===== src/rtl/sc_branch_eval.sv =====
// Bicc branch condition evaluator fed by the PSR {N,Z,V,C} flags.
// Waits out in-flight PSR writes, then returns a registered taken/annul decision.
module sc_branch_eval #(
  parameter int unsigned DATAWIDTH_ALU_SELECTION = 4,
  parameter int unsigned DATAWIDTH_COND          = 4,
  parameter int unsigned DATAWIDTH_COUNT         = 8
) (
  input  logic                               SC_BranchEval_CLOCK_50,
  input  logic                               SC_BranchEval_RESET_InLow,
  input  logic [DATAWIDTH_ALU_SELECTION-1:0] SC_BranchEval_Flags,
  input  logic                               SC_BranchEval_PsrWrite_InLow,
  input  logic                               SC_BranchEval_ReqValid,
  input  logic [DATAWIDTH_COND-1:0]          SC_BranchEval_Cond,
  input  logic                               SC_BranchEval_Annul,
  output logic                               SC_BranchEval_ReqReady,
  output logic                               SC_BranchEval_ResValid,
  output logic                               SC_BranchEval_Taken,
  output logic                               SC_BranchEval_AnnulSlot,
  output logic                               SC_BranchEval_Busy,
  output logic [DATAWIDTH_COUNT-1:0]         SC_BranchEval_TakenCount
);

  localparam int unsigned FLAG_N = 3;
  localparam int unsigned FLAG_Z = 2;
  localparam int unsigned FLAG_V = 1;
  localparam int unsigned FLAG_C = 0;
  localparam logic [DATAWIDTH_COND-1:0]  COND_ALWAYS = DATAWIDTH_COND'(8);
  localparam logic [DATAWIDTH_COUNT-1:0] COUNT_MAX   = '1;

  typedef enum logic [1:0] {
    IDLE = 2'd0,
    EVAL = 2'd1,
    RESP = 2'd2
  } state_t;

  state_t                    state;
  state_t                    state_next;
  logic [DATAWIDTH_COND-1:0] cond_q;
  logic                      annul_q;
  logic                      flag_n;
  logic                      flag_z;
  logic                      flag_v;
  logic                      flag_c;
  logic                      base_c;
  logic                      taken_c;
  logic                      annul_slot_c;

  assign flag_n = SC_BranchEval_Flags[FLAG_N];
  assign flag_z = SC_BranchEval_Flags[FLAG_Z];
  assign flag_v = SC_BranchEval_Flags[FLAG_V];
  assign flag_c = SC_BranchEval_Flags[FLAG_C];

  // Upper cond bit inverts the base predicate selected by the lower three bits.
  always_comb begin
    base_c = 1'b0;
    unique case (cond_q[2:0])
      3'd0: base_c = 1'b0;
      3'd1: base_c = flag_z;
      3'd2: base_c = flag_z | (flag_n ^ flag_v);
      3'd3: base_c = flag_n ^ flag_v;
      3'd4: base_c = flag_c | flag_z;
      3'd5: base_c = flag_c;
      3'd6: base_c = flag_n;
      3'd7: base_c = flag_v;
      default: base_c = 1'b0;
    endcase
    taken_c      = base_c ^ cond_q[3];
    annul_slot_c = annul_q & ((cond_q == COND_ALWAYS) | ~taken_c);
  end

  // Next-state logic; EVAL holds while a PSR write is pending.
  always_comb begin
    state_next = state;
    unique case (state)
      IDLE: if (SC_BranchEval_ReqValid) state_next = EVAL;
      EVAL: if (SC_BranchEval_PsrWrite_InLow) state_next = RESP;
      RESP: state_next = IDLE;
      default: state_next = IDLE;
    endcase
  end

  always_ff @(posedge SC_BranchEval_CLOCK_50 or negedge SC_BranchEval_RESET_InLow) begin
    if (!SC_BranchEval_RESET_InLow) begin
      state <= IDLE;
    end else begin
      state <= state_next;
    end
  end

  always_ff @(posedge SC_BranchEval_CLOCK_50 or negedge SC_BranchEval_RESET_InLow) begin
    if (!SC_BranchEval_RESET_InLow) begin
      cond_q                   <= '0;
      annul_q                  <= 1'b0;
      SC_BranchEval_Taken      <= 1'b0;
      SC_BranchEval_AnnulSlot  <= 1'b0;
      SC_BranchEval_ResValid   <= 1'b0;
      SC_BranchEval_TakenCount <= '0;
    end else begin
      SC_BranchEval_ResValid <= (state == RESP);
      if (state == IDLE && SC_BranchEval_ReqValid) begin
        cond_q  <= SC_BranchEval_Cond;
        annul_q <= SC_BranchEval_Annul;
      end
      if (state == EVAL && SC_BranchEval_PsrWrite_InLow) begin
        SC_BranchEval_Taken     <= taken_c;
        SC_BranchEval_AnnulSlot <= annul_slot_c;
        if (taken_c && SC_BranchEval_TakenCount != COUNT_MAX) begin
          SC_BranchEval_TakenCount <= SC_BranchEval_TakenCount + DATAWIDTH_COUNT'(1);
        end
      end
    end
  end

  assign SC_BranchEval_ReqReady = (state == IDLE);
  assign SC_BranchEval_Busy     = (state != IDLE);

endmodule


===== config.mk =====
export PLATFORM = sky130hd
export DESIGN_NAME = sc_branch_eval
export DESIGN_NICKNAME = d
export VERILOG_FILES = /design/src/rtl/sc_branch_eval.sv
export SDC_FILE = /design/constraint.sdc
export NUM_CORES = 1
export LEC_CHECK = 0
export ABC_AREA = 1
export ABC_CLOCK_PERIOD_IN_PS = 3300
export CAP_MARGIN = 25
export CORE_MARGIN = 8
export CORE_UTILIZATION = 51
export DETAILED_ROUTE_END_ITERATION = 10
export GPL_TIMING_DRIVEN = 0
export HOLD_SLACK_MARGIN = 0.1
export PLACE_DENSITY = 0.83
export RECOVER_POWER = 100
export REMOVE_ABC_BUFFERS = 1
export SLEW_MARGIN = 20
export SYNTH_ARGS = -nofsm -noshare
export SYNTH_HDL_FRONTEND = slang
export SYNTH_SLANG_ARGS = --single-unit

===== constraint.sdc =====
create_clock -name SC_BranchEval_CLOCK_50 -period 3.3 [get_ports SC_BranchEval_CLOCK_50]
set_clock_uncertainty 0.05 [all_clocks]
set_input_delay 0.33 -clock SC_BranchEval_CLOCK_50 [delete_from_list [all_inputs] [get_ports SC_BranchEval_CLOCK_50]]
set_output_delay 0.33 -clock SC_BranchEval_CLOCK_50 [all_outputs]
set_load 0.02 [all_outputs]

**Yosys cells after proc, flatten, opt, wreduce, memory -nomap -nowiden**

Index checks and enable logic that the tools add are counted.

- Bits of input ports: 13
- Output and inout bits: 13
- Bits in registers: 18
- Logic and storage cells: 40

- Bitwise operators: 7
- Reductions and logical operators: 8
- Multiplexer cells: 4
- Eq/ne operators: 13
- Add/sub/neg operators: 1

Operator list:

| kind | count |
|---|---|
| 3-bit equality test, second input constant | 4 |
| 8-bit by 1-bit adder with 8-bit output, second input constant | 1 |
| 8-bit != test, second input constant | 1 |
| 1-bit one-hot mux with 8 select lines | 1 |
| 3-bit by 2-bit equality test with 1-bit output, second input constant | 2 |
| 4-bit equality test, second input constant | 1 |
| 2-bit 2-to-1 mux | 2 |
| 2-bit != test, second input constant | 2 |
| 2-bit one-hot mux with 2 select lines | 1 |
| 2-bit AND reduction | 2 |
| 3-bit by 1-bit equality test with 1-bit output, second input constant | 1 |
| 1-bit logical AND | 3 |
| 3-bit zero test | 1 |
| 1-bit OR | 3 |
| 2-bit by 1-bit equality test with 1-bit output, second input constant | 1 |
| 2-bit equality test, second input constant | 1 |
| 2-bit zero test | 1 |
| 2-bit nonzero test | 1 |
| 1-bit XOR | 2 |
| 1-bit AND | 1 |
| 1-bit NOT | 1 |

**Longest topological paths before layout**

Gate-level depths: netlist of run 1.

- Depth in word-level cells: 7
- Mapped depth: 10
- Depth with buffers taken out: 10

**Least setup slack after synthesis of run 1**

Ideal clock, no wire load.

- Path type: register -> register
- Start: register SC_BranchEval_TakenCount[1]
- End: register SC_BranchEval_TakenCount[6]
- Slack: 1,765 ps
- Buffers on the path: 0
- Data arrival time: 1,420 ps
- Library setup time: 65 ps
- Cell stages (with the launch flop): 8
- Period minus slack after synthesis: 1,535 ps
- Data required time: 3,185 ps
- Path through: dfrtp_1 -> ha_1 -> nand3_2 -> nor3_4 -> nand3_4 -> nand4_4 -> nand2_1 -> nand2_1

- Word-level cells in the longest chain between the ends: 3
- Elaborated cells between the ends (all ways): 4
- Classes of those cells: add/sub: 1; eq/ne: 1; reduce/logical: 2

Ends and longest elaborated chain:

| item | line | RTL |
|---|---|---|
| start, declared | 20 | `output logic [DATAWIDTH_COUNT-1:0] SC_BranchEval_TakenCount` |
| start signal, assigned | 108 | `SC_BranchEval_TakenCount <= SC_BranchEval_TakenCount + DATAWIDTH_COUNT'(1);` |
| parallel branches: the longest is 3 deep, another holds 8-bit by 1-bit adder with 8-bit output | - |  |

Parallel ways; which one is timed is not known.
A chain may end at the register's enable or synchronous reset.

**Worst setup path after layout of run 1**

- Start: register state[0]
- End: output SC_BranchEval_Busy

- Word-level cells in the longest chain between the ends: 1

Ends and longest elaborated chain:

| item | line | RTL |
|---|---|---|
| start, declared | 36 | `state_t state;` |
| start signal, assigned | 86 | `state <= state_next;` |
| 2-bit nonzero test | 115 | `assign SC_BranchEval_Busy = (state != IDLE);` |
| end, declared | 19 | `output logic SC_BranchEval_Busy,` |

No other way between the ends.

==> impl_metrics.toml, run 1 <==
[synthesis]
synthCells = 116
synth_top_area_share_pct = 44.83
ys_types = 22
synth.most_common_cell = "nand2_1"
ys_top_cells_by_area = "dfrtp_1 45%, nand2_1 12%, xor2_1 5.2%, nand4_1 5.0%, inv_1 3.7%"
ys.flop_type = "dfrtp_1"
ys_ff_latch = 18
syn_area_sq_um = 1005
yosysSeqAreaShare_pct = 44.83
ys.warnings.count = 0
synth-edff-count = 0
synth_top_area_cell = "dfrtp_1"
async_flop_share_pct = 100.0
avgSynthCellArea_sq_um = 8.661
synth_commonest_cells = "32 x nand2_1, 18 x dfrtp_1, 10 x inv_1"

[routing]
drtIter0Drc = 11
wl_per_cell_um = 13.87
vias = 900
drc = 0
ant_nets = 0
dr.pass1.iters = 5
avgViaCountPerCell = 5.263
totalWireLength_um = 2371

[global_routing]
grt_pass1_wl_um = 4098
grt_pass1_vias = 942
antenna_found_initial = 0
gr-total-overflow = 0
grtUsageTotal_pct = 14.61
grt_max_degree = 19

[floorplanning]
die_h_um = 60.39
io_pins = 26
die_w_um = 60.39
initial_core_util_pct = 52.83
core_area_sq_um = 1902
num_rows = 16
die-area_sq_um = 3646

[setup_path]
r2r_setup_slack_ps = 1580
worstSetupEndpointType = "output pin"
required_ps = 2920
cp_cell_sequence = "nor2_1 -> inv_1 -> dlygate4sd3_1"
arrival_ps = 1590
critPathMaxStageDelay_ps = 650
cp_num_buf_inv = 2
critPathKind = "flip-flop to output pin"
slowest_stage = "dlygate4sd3_1"
crit_fanout = 4
critPathLaunchType = "flip-flop"
path_delay_family = "buffers and inverters"

[final_layout]
multi_input_area_sq_um = 481.7
drive_above_1_share_pct = 13.19
area_delta_synth_final_pct = 29.14
antenna_cells = 0
fin_util_pct = 68.22
nets = 159
instances_no_fill = 171
nFillCells = 167
ff_latch_area_sq_um = 450.4

[run_status]
status = "completed"

[power_and_ir_drop]
power_frac_seq_pct = 39.2
p_clk_share_pct = 16.0
max-vdd-ir-drop_v = 0.0004597
p_sw_mw = 0.3746
powerDensity_nw_per_um2 = 671.8
switching_share_pct = 42.97
p_comb_share_pct = 44.7
power.leakage_nw = 0.6792
internal-power_mw = 0.4971

[cts]
cts_hold_buf = 0
clockRootBuffer = "clkbuf_4"
cts_tree = "yes"
cts.sinks = 18
cts_resized = 0
numCtsBuffers = 3
clkTransAtPathRegs_ps = 110
post_cts_buffers = 0
insertion_delay_ps = 300
htreeDepth = 1
cts_max_path_buffers = 2

[timing]
slew_violations = 0
fin_crit_sh_pct = 59.79
relSlewSlack_pct = 43.38
finalSetupTns_ps = 0
finalSetupViolations = 0
max_freq_ghz = 0.5068
hold_viol = 0
fin_crit_ps = 1973
worstMarginPinSlew_ps = 846.4
rsz0062_at_grt = "false"

[placed_design]
io_buffers = 25
dp_cells = 167
gp_congestion = 0.8155
hpwl_um = 1815

[min_path]
hold_path_class = "flip-flop to flip-flop"

[run]
maxCapViolCount = 0
-- cells in the final DEF, fill, tap and decap left out, types with 4 or more instances in the layout --
| cell | count |
|---|---|
| xor2_1 | 6 |
| nand4_1 | 9 |
| nor2_1 | 7 |
| dlygate4sd3_1 | 16 |
| nand2_1 | 35 |
| nand3_1 | 5 |
| dfrtp_1 | 18 |
| a21oi_1 | 4 |
| clkdlybuf4s50_1 | 9 |
| inv_1 | 10 |
-- sequential cells by signal, indices dropped and copies added, names as in the netlist --
name,count
SC_BranchEval_AnnulSlot,1
SC_BranchEval_Taken,1
state,2
cond_q,4
SC_BranchEval_TakenCount,8
SC_BranchEval_ResValid,1
annul_q,1
-- worst reg2reg max path: cells and delay by family, from the launching register on --
kind                   cells  cell delay, ps
and+or+nand+nor            9            1010
buffers and inverters      1             130
DFF                        1             440
-- kinds of logic (layout without fill, tap and decap cells) --
group | Yosys count | after routing | synth area share (%)
flops | 18 | 18 | 44.83
xor+xnor | 6 | 6 | 5.230
fa+ha+maj | 1 | 1 | 1.245
buf+inv | 13 | 41 | 4.982
mux | 2 | 2 | 2.241
compound gates | 8 | 8 | 4.234
simple gates | 68 | 68 | 37.24
-- power groups by stage --
| stage | Combinational, mW | Sequential [mW] | Clock, mW |
|---|---|---|---|
| floorplan | 0.249 | 0.369 | 0 |
| CTS | 0.431 | 0.343 | 0.142 |
| global placement | 0.412 | 0.342 | 0 |
| finish | 0.390 | 0.342 | 0.140 |
| detailed placement | 0.431 | 0.347 | 0 |
| global route | 0.434 | 0.352 | 0.150 |
-- stage by stage --
step	hold slack [ps]	setup slack, ps	power [mW]	instance area [sq um]
3_3_place_gp	412.4	1493	0.7538	1284
6_report	454.6	1327	0.8717	1297
3_5_place_dp	429.4	1440	0.7774	1284
5_1_grt	465.5	1214	0.9365	1297
2_1_floorplan	-15.59	1764	0.6177	999.7
4_1_cts	444.9	1375	0.9158	1320
-- layer usage --
| layer | track usage, % | share of wire (%) |
|---|---|---|
| met1 | 17.00 | 42 |
| met2 | 24.09 | 50 |
| met5 | 0 | 0 |
| met3 | 3.602 | 6.4 |
| met4 | 7.823 | 1.8 |
-- final cells by class --
cell class                 count  area share, %
clock buffer                   4          2.797
inverter                      12          3.472
multi-input combinational     85          37.13
sequential                    18          34.72
tap                           27          2.604
timing repair buffer          25          19.29
-- final timing paths --
path	to	start	depth (start not counted)
worst max-delay path	SC_BranchEval_Busy	state[0]$_DFFE_PN0P_	3
worst min-delay path	SC_BranchEval_ResValid$_DFF_PN0_	state[0]$_DFFE_PN0P_	1
worst max register to register	SC_BranchEval_TakenCount[3]$_DFFE_PN0P_	cond_q[2]$_DFFE_PN0P_	10
worst min register to register	SC_BranchEval_ResValid$_DFF_PN0_	state[0]$_DFFE_PN0P_	1
max in group asynchronous	cond_q[3]$_DFFE_PN0P_	SC_BranchEval_RESET_InLow	1
min in group asynchronous	cond_q[2]$_DFFE_PN0P_	SC_BranchEval_RESET_InLow	1
Note: power is estimated with default switching activity, not from simulation.
==> run 2, diff against run 1 <==
- ABC_CLOCK_PERIOD_IN_PS: 3300 -> 1800
- CORE_UTILIZATION: 51 -> 43
- PLACE_DENSITY: 0.83 -> 0.75
- clock period: 3.3 -> 1.8 ns (I/O delays scaled with it)
==> impl_metrics.toml, run 2 (synthesis results as in run 1) <==
[setup_path]
r2r_start = "cond_q[2]$_DFFE_PN0P_"
worstSetupEndpointType = "output pin"
required_ps = 1570
critPathLaunchType = "flip-flop"
rr_endpoint = "SC_BranchEval_TakenCount[7]$_DFFE_PN0P_"
crit_fanout = 4
arrival_ps = 1500
r2r_setup_slack_ps = 200
critPathKind = "flip-flop to output pin"
ff2ff_path_depth = 10

[final_layout]
largest_reg_flops = 8
mostFrequentLayoutCells = "33 x nand2_1, 18 x dfrtp_1, 13 x clkdlybuf4s50_1, 11 x inv_1, 11 x dlygate4sd3_1"
drive_above_1_share_pct = 13.89
final_common_cell = "nand2_1"
largest_register = "SC_BranchEval_TakenCount"
nets = 159
nFillCells = 194
fin_util_pct = 59.22
antenna_cells = 0
top_regs = "SC_BranchEval_TakenCount x8, cond_q x4, state x2"
instances_no_fill = 172
area_delta_synth_final_pct = 30.39

[power_and_ir_drop]
switching_share_pct = 43.17
internal-power_mw = 0.9172
power_frac_seq_pct = 38.4
max-vdd-ir-drop_v = 0.0005756
powerDensity_nw_per_um2 = 1232
p_comb_share_pct = 46.1
p_clk_share_pct = 15.5
finalPower_mw = 1.614
power.leakage_nw = 0.6755
p_sw_mw = 0.6967

[routing]
dr.pass1.iters = 5
totalWireLength_um = 2342
vias = 873
ant_nets = 0
avgViaCountPerCell = 5.076
drtIter0Drc = 52
wl_per_cell_um = 13.62
drc = 0

[cts]
numCtsBuffers = 3
cts_hold_buf = 0
cts.sinks = 18
insertion_delay_ps = 290
clockRootBuffer = "clkbuf_4"
cts_max_path_buffers = 2
htreeDepth = 1
cts_tree = "yes"
clkTransAtPathRegs_ps = 110

[placed_design]
gp_congestion = 0.7576
hpwl_um = 1759
dp_cells = 168
io_buffers = 25

[global_routing]
grtUsageTotal_pct = 11.93
grt_pass1_wl_um = 4091
grt_max_degree = 19
gr-total-overflow = 0
grt_pass1_vias = 925
antenna_found_initial = 0

[floorplanning]
num_rows = 17
initial_core_util_pct = 45.42
die_h_um = 64.34
io_pins = 26
die_w_um = 64.34
die-area_sq_um = 4139
core_area_sq_um = 2212

[run_status]
status = "completed"

[timing]
relSlewSlack_pct = 45.74
fin_crit_sh_pct = 96.05
rsz0062_at_grt = "false"
slew_violations = 0
finalSetupViolations = 0
worstMarginPinSlew_ps = 811.3
max_freq_ghz = 0.5784
finalSetupTns_ps = 0
fin_crit_ps = 1729
hold_viol = 0

[min_path]
hold_path_class = "primary input to asynchronous set/reset pin"

[run]
maxCapViolCount = 0
-- run 2: cell types whose count changed in the layout (fill, tap and decap cells not counted), sizes merged --
cell	delta
dlygate4sd3	-5
clkdlybuf4s50	+4
clkbuf	+1
-- run 2: through the flow --
step | instance area, sq um | worst slack, ps | hold WS, ps
6_report | 1310 | 71.18 | 363.5
3_5_place_dp | 1285 | 50.83 | 419.4
3_3_place_gp | 1285 | 145.1 | 404.1
2_1_floorplan | 999.7 | 264.1 | -165.6
4_1_cts | 1321 | 23.73 | 321.4
5_1_grt | 1310 | 9.523 | 426.3
-- run 2: power groups by stage --
stage | combinational (mW) | clock (mW) | sequential, mW
floorplan | 0.456 | 0 | 0.676
global placement | 0.762 | 0 | 0.626
detailed placement | 0.785 | 0 | 0.634
CTS | 0.789 | 0.255 | 0.624
global route | 0.820 | 0.265 | 0.640
finish | 0.745 | 0.250 | 0.620
-- run 2: worst max-delay path by stage --
stage	to	start	slack [ps]	cells past startpoint
after global routing	SC_BranchEval_TakenCount[4]$_DFFE_PN0P_	cond_q[2]$_DFFE_PN0P_	10	10
after detailed placement	SC_BranchEval_TakenCount[7]$_DFFE_PN0P_	SC_BranchEval_Flags[2]	50	10
final	SC_BranchEval_Busy	state[0]$_DFFE_PN0P_	70	3
after floorplan	SC_BranchEval_TakenCount[6]$_DFFE_PN0P_	SC_BranchEval_TakenCount[1]$_DFFE_PN0P_	260	7
after CTS	SC_BranchEval_ReqReady	state[0]$_DFFE_PN0P_	20	2
after global placement	SC_BranchEval_TakenCount[4]$_DFFE_PN0P_	SC_BranchEval_PsrWrite_InLow	150	6
-- run 2: layer usage --
metal | GRT usage, % | vias up | part of all wire, %
li1 | - | 439 | -
met4 | 4.087 | 0 | 0.73
met2 | 21.37 | 13 | 53
met1 | 12.94 | 419 | 42
met3 | 3.659 | 2 | 4.9
met5 | 0 | - | 0
-- run 2: worst max-delay path, stage by stage, from the launching register on --
cell and delay, ps:
dfrtp_1 430, nor2_1 190, inv_1 60, clkdlybuf4s50_1 540
-- run 2: layout make-up --
class / instances / area, sq um / share of cell area [%]
Clock buffer: 4 / 36.28 / 2.770
Multi-Input combinational cell: 85 / 499.2 / 38.11
Sequential cell: 18 / 450.4 / 34.38
Tap cell: 28 / 35.03 / 2.674
Timing Repair Buffer: 25 / 244.0 / 18.62
Inverter: 12 / 45.04 / 3.438
-- run 2: repair_timing --
action / 4_1_cts / 5_1_grt
setup buffers: 0 / 0
hold endpoints to repair: 0 / 0
resized for setup: 0 / 1
setup endpoints to repair: 0 / 1
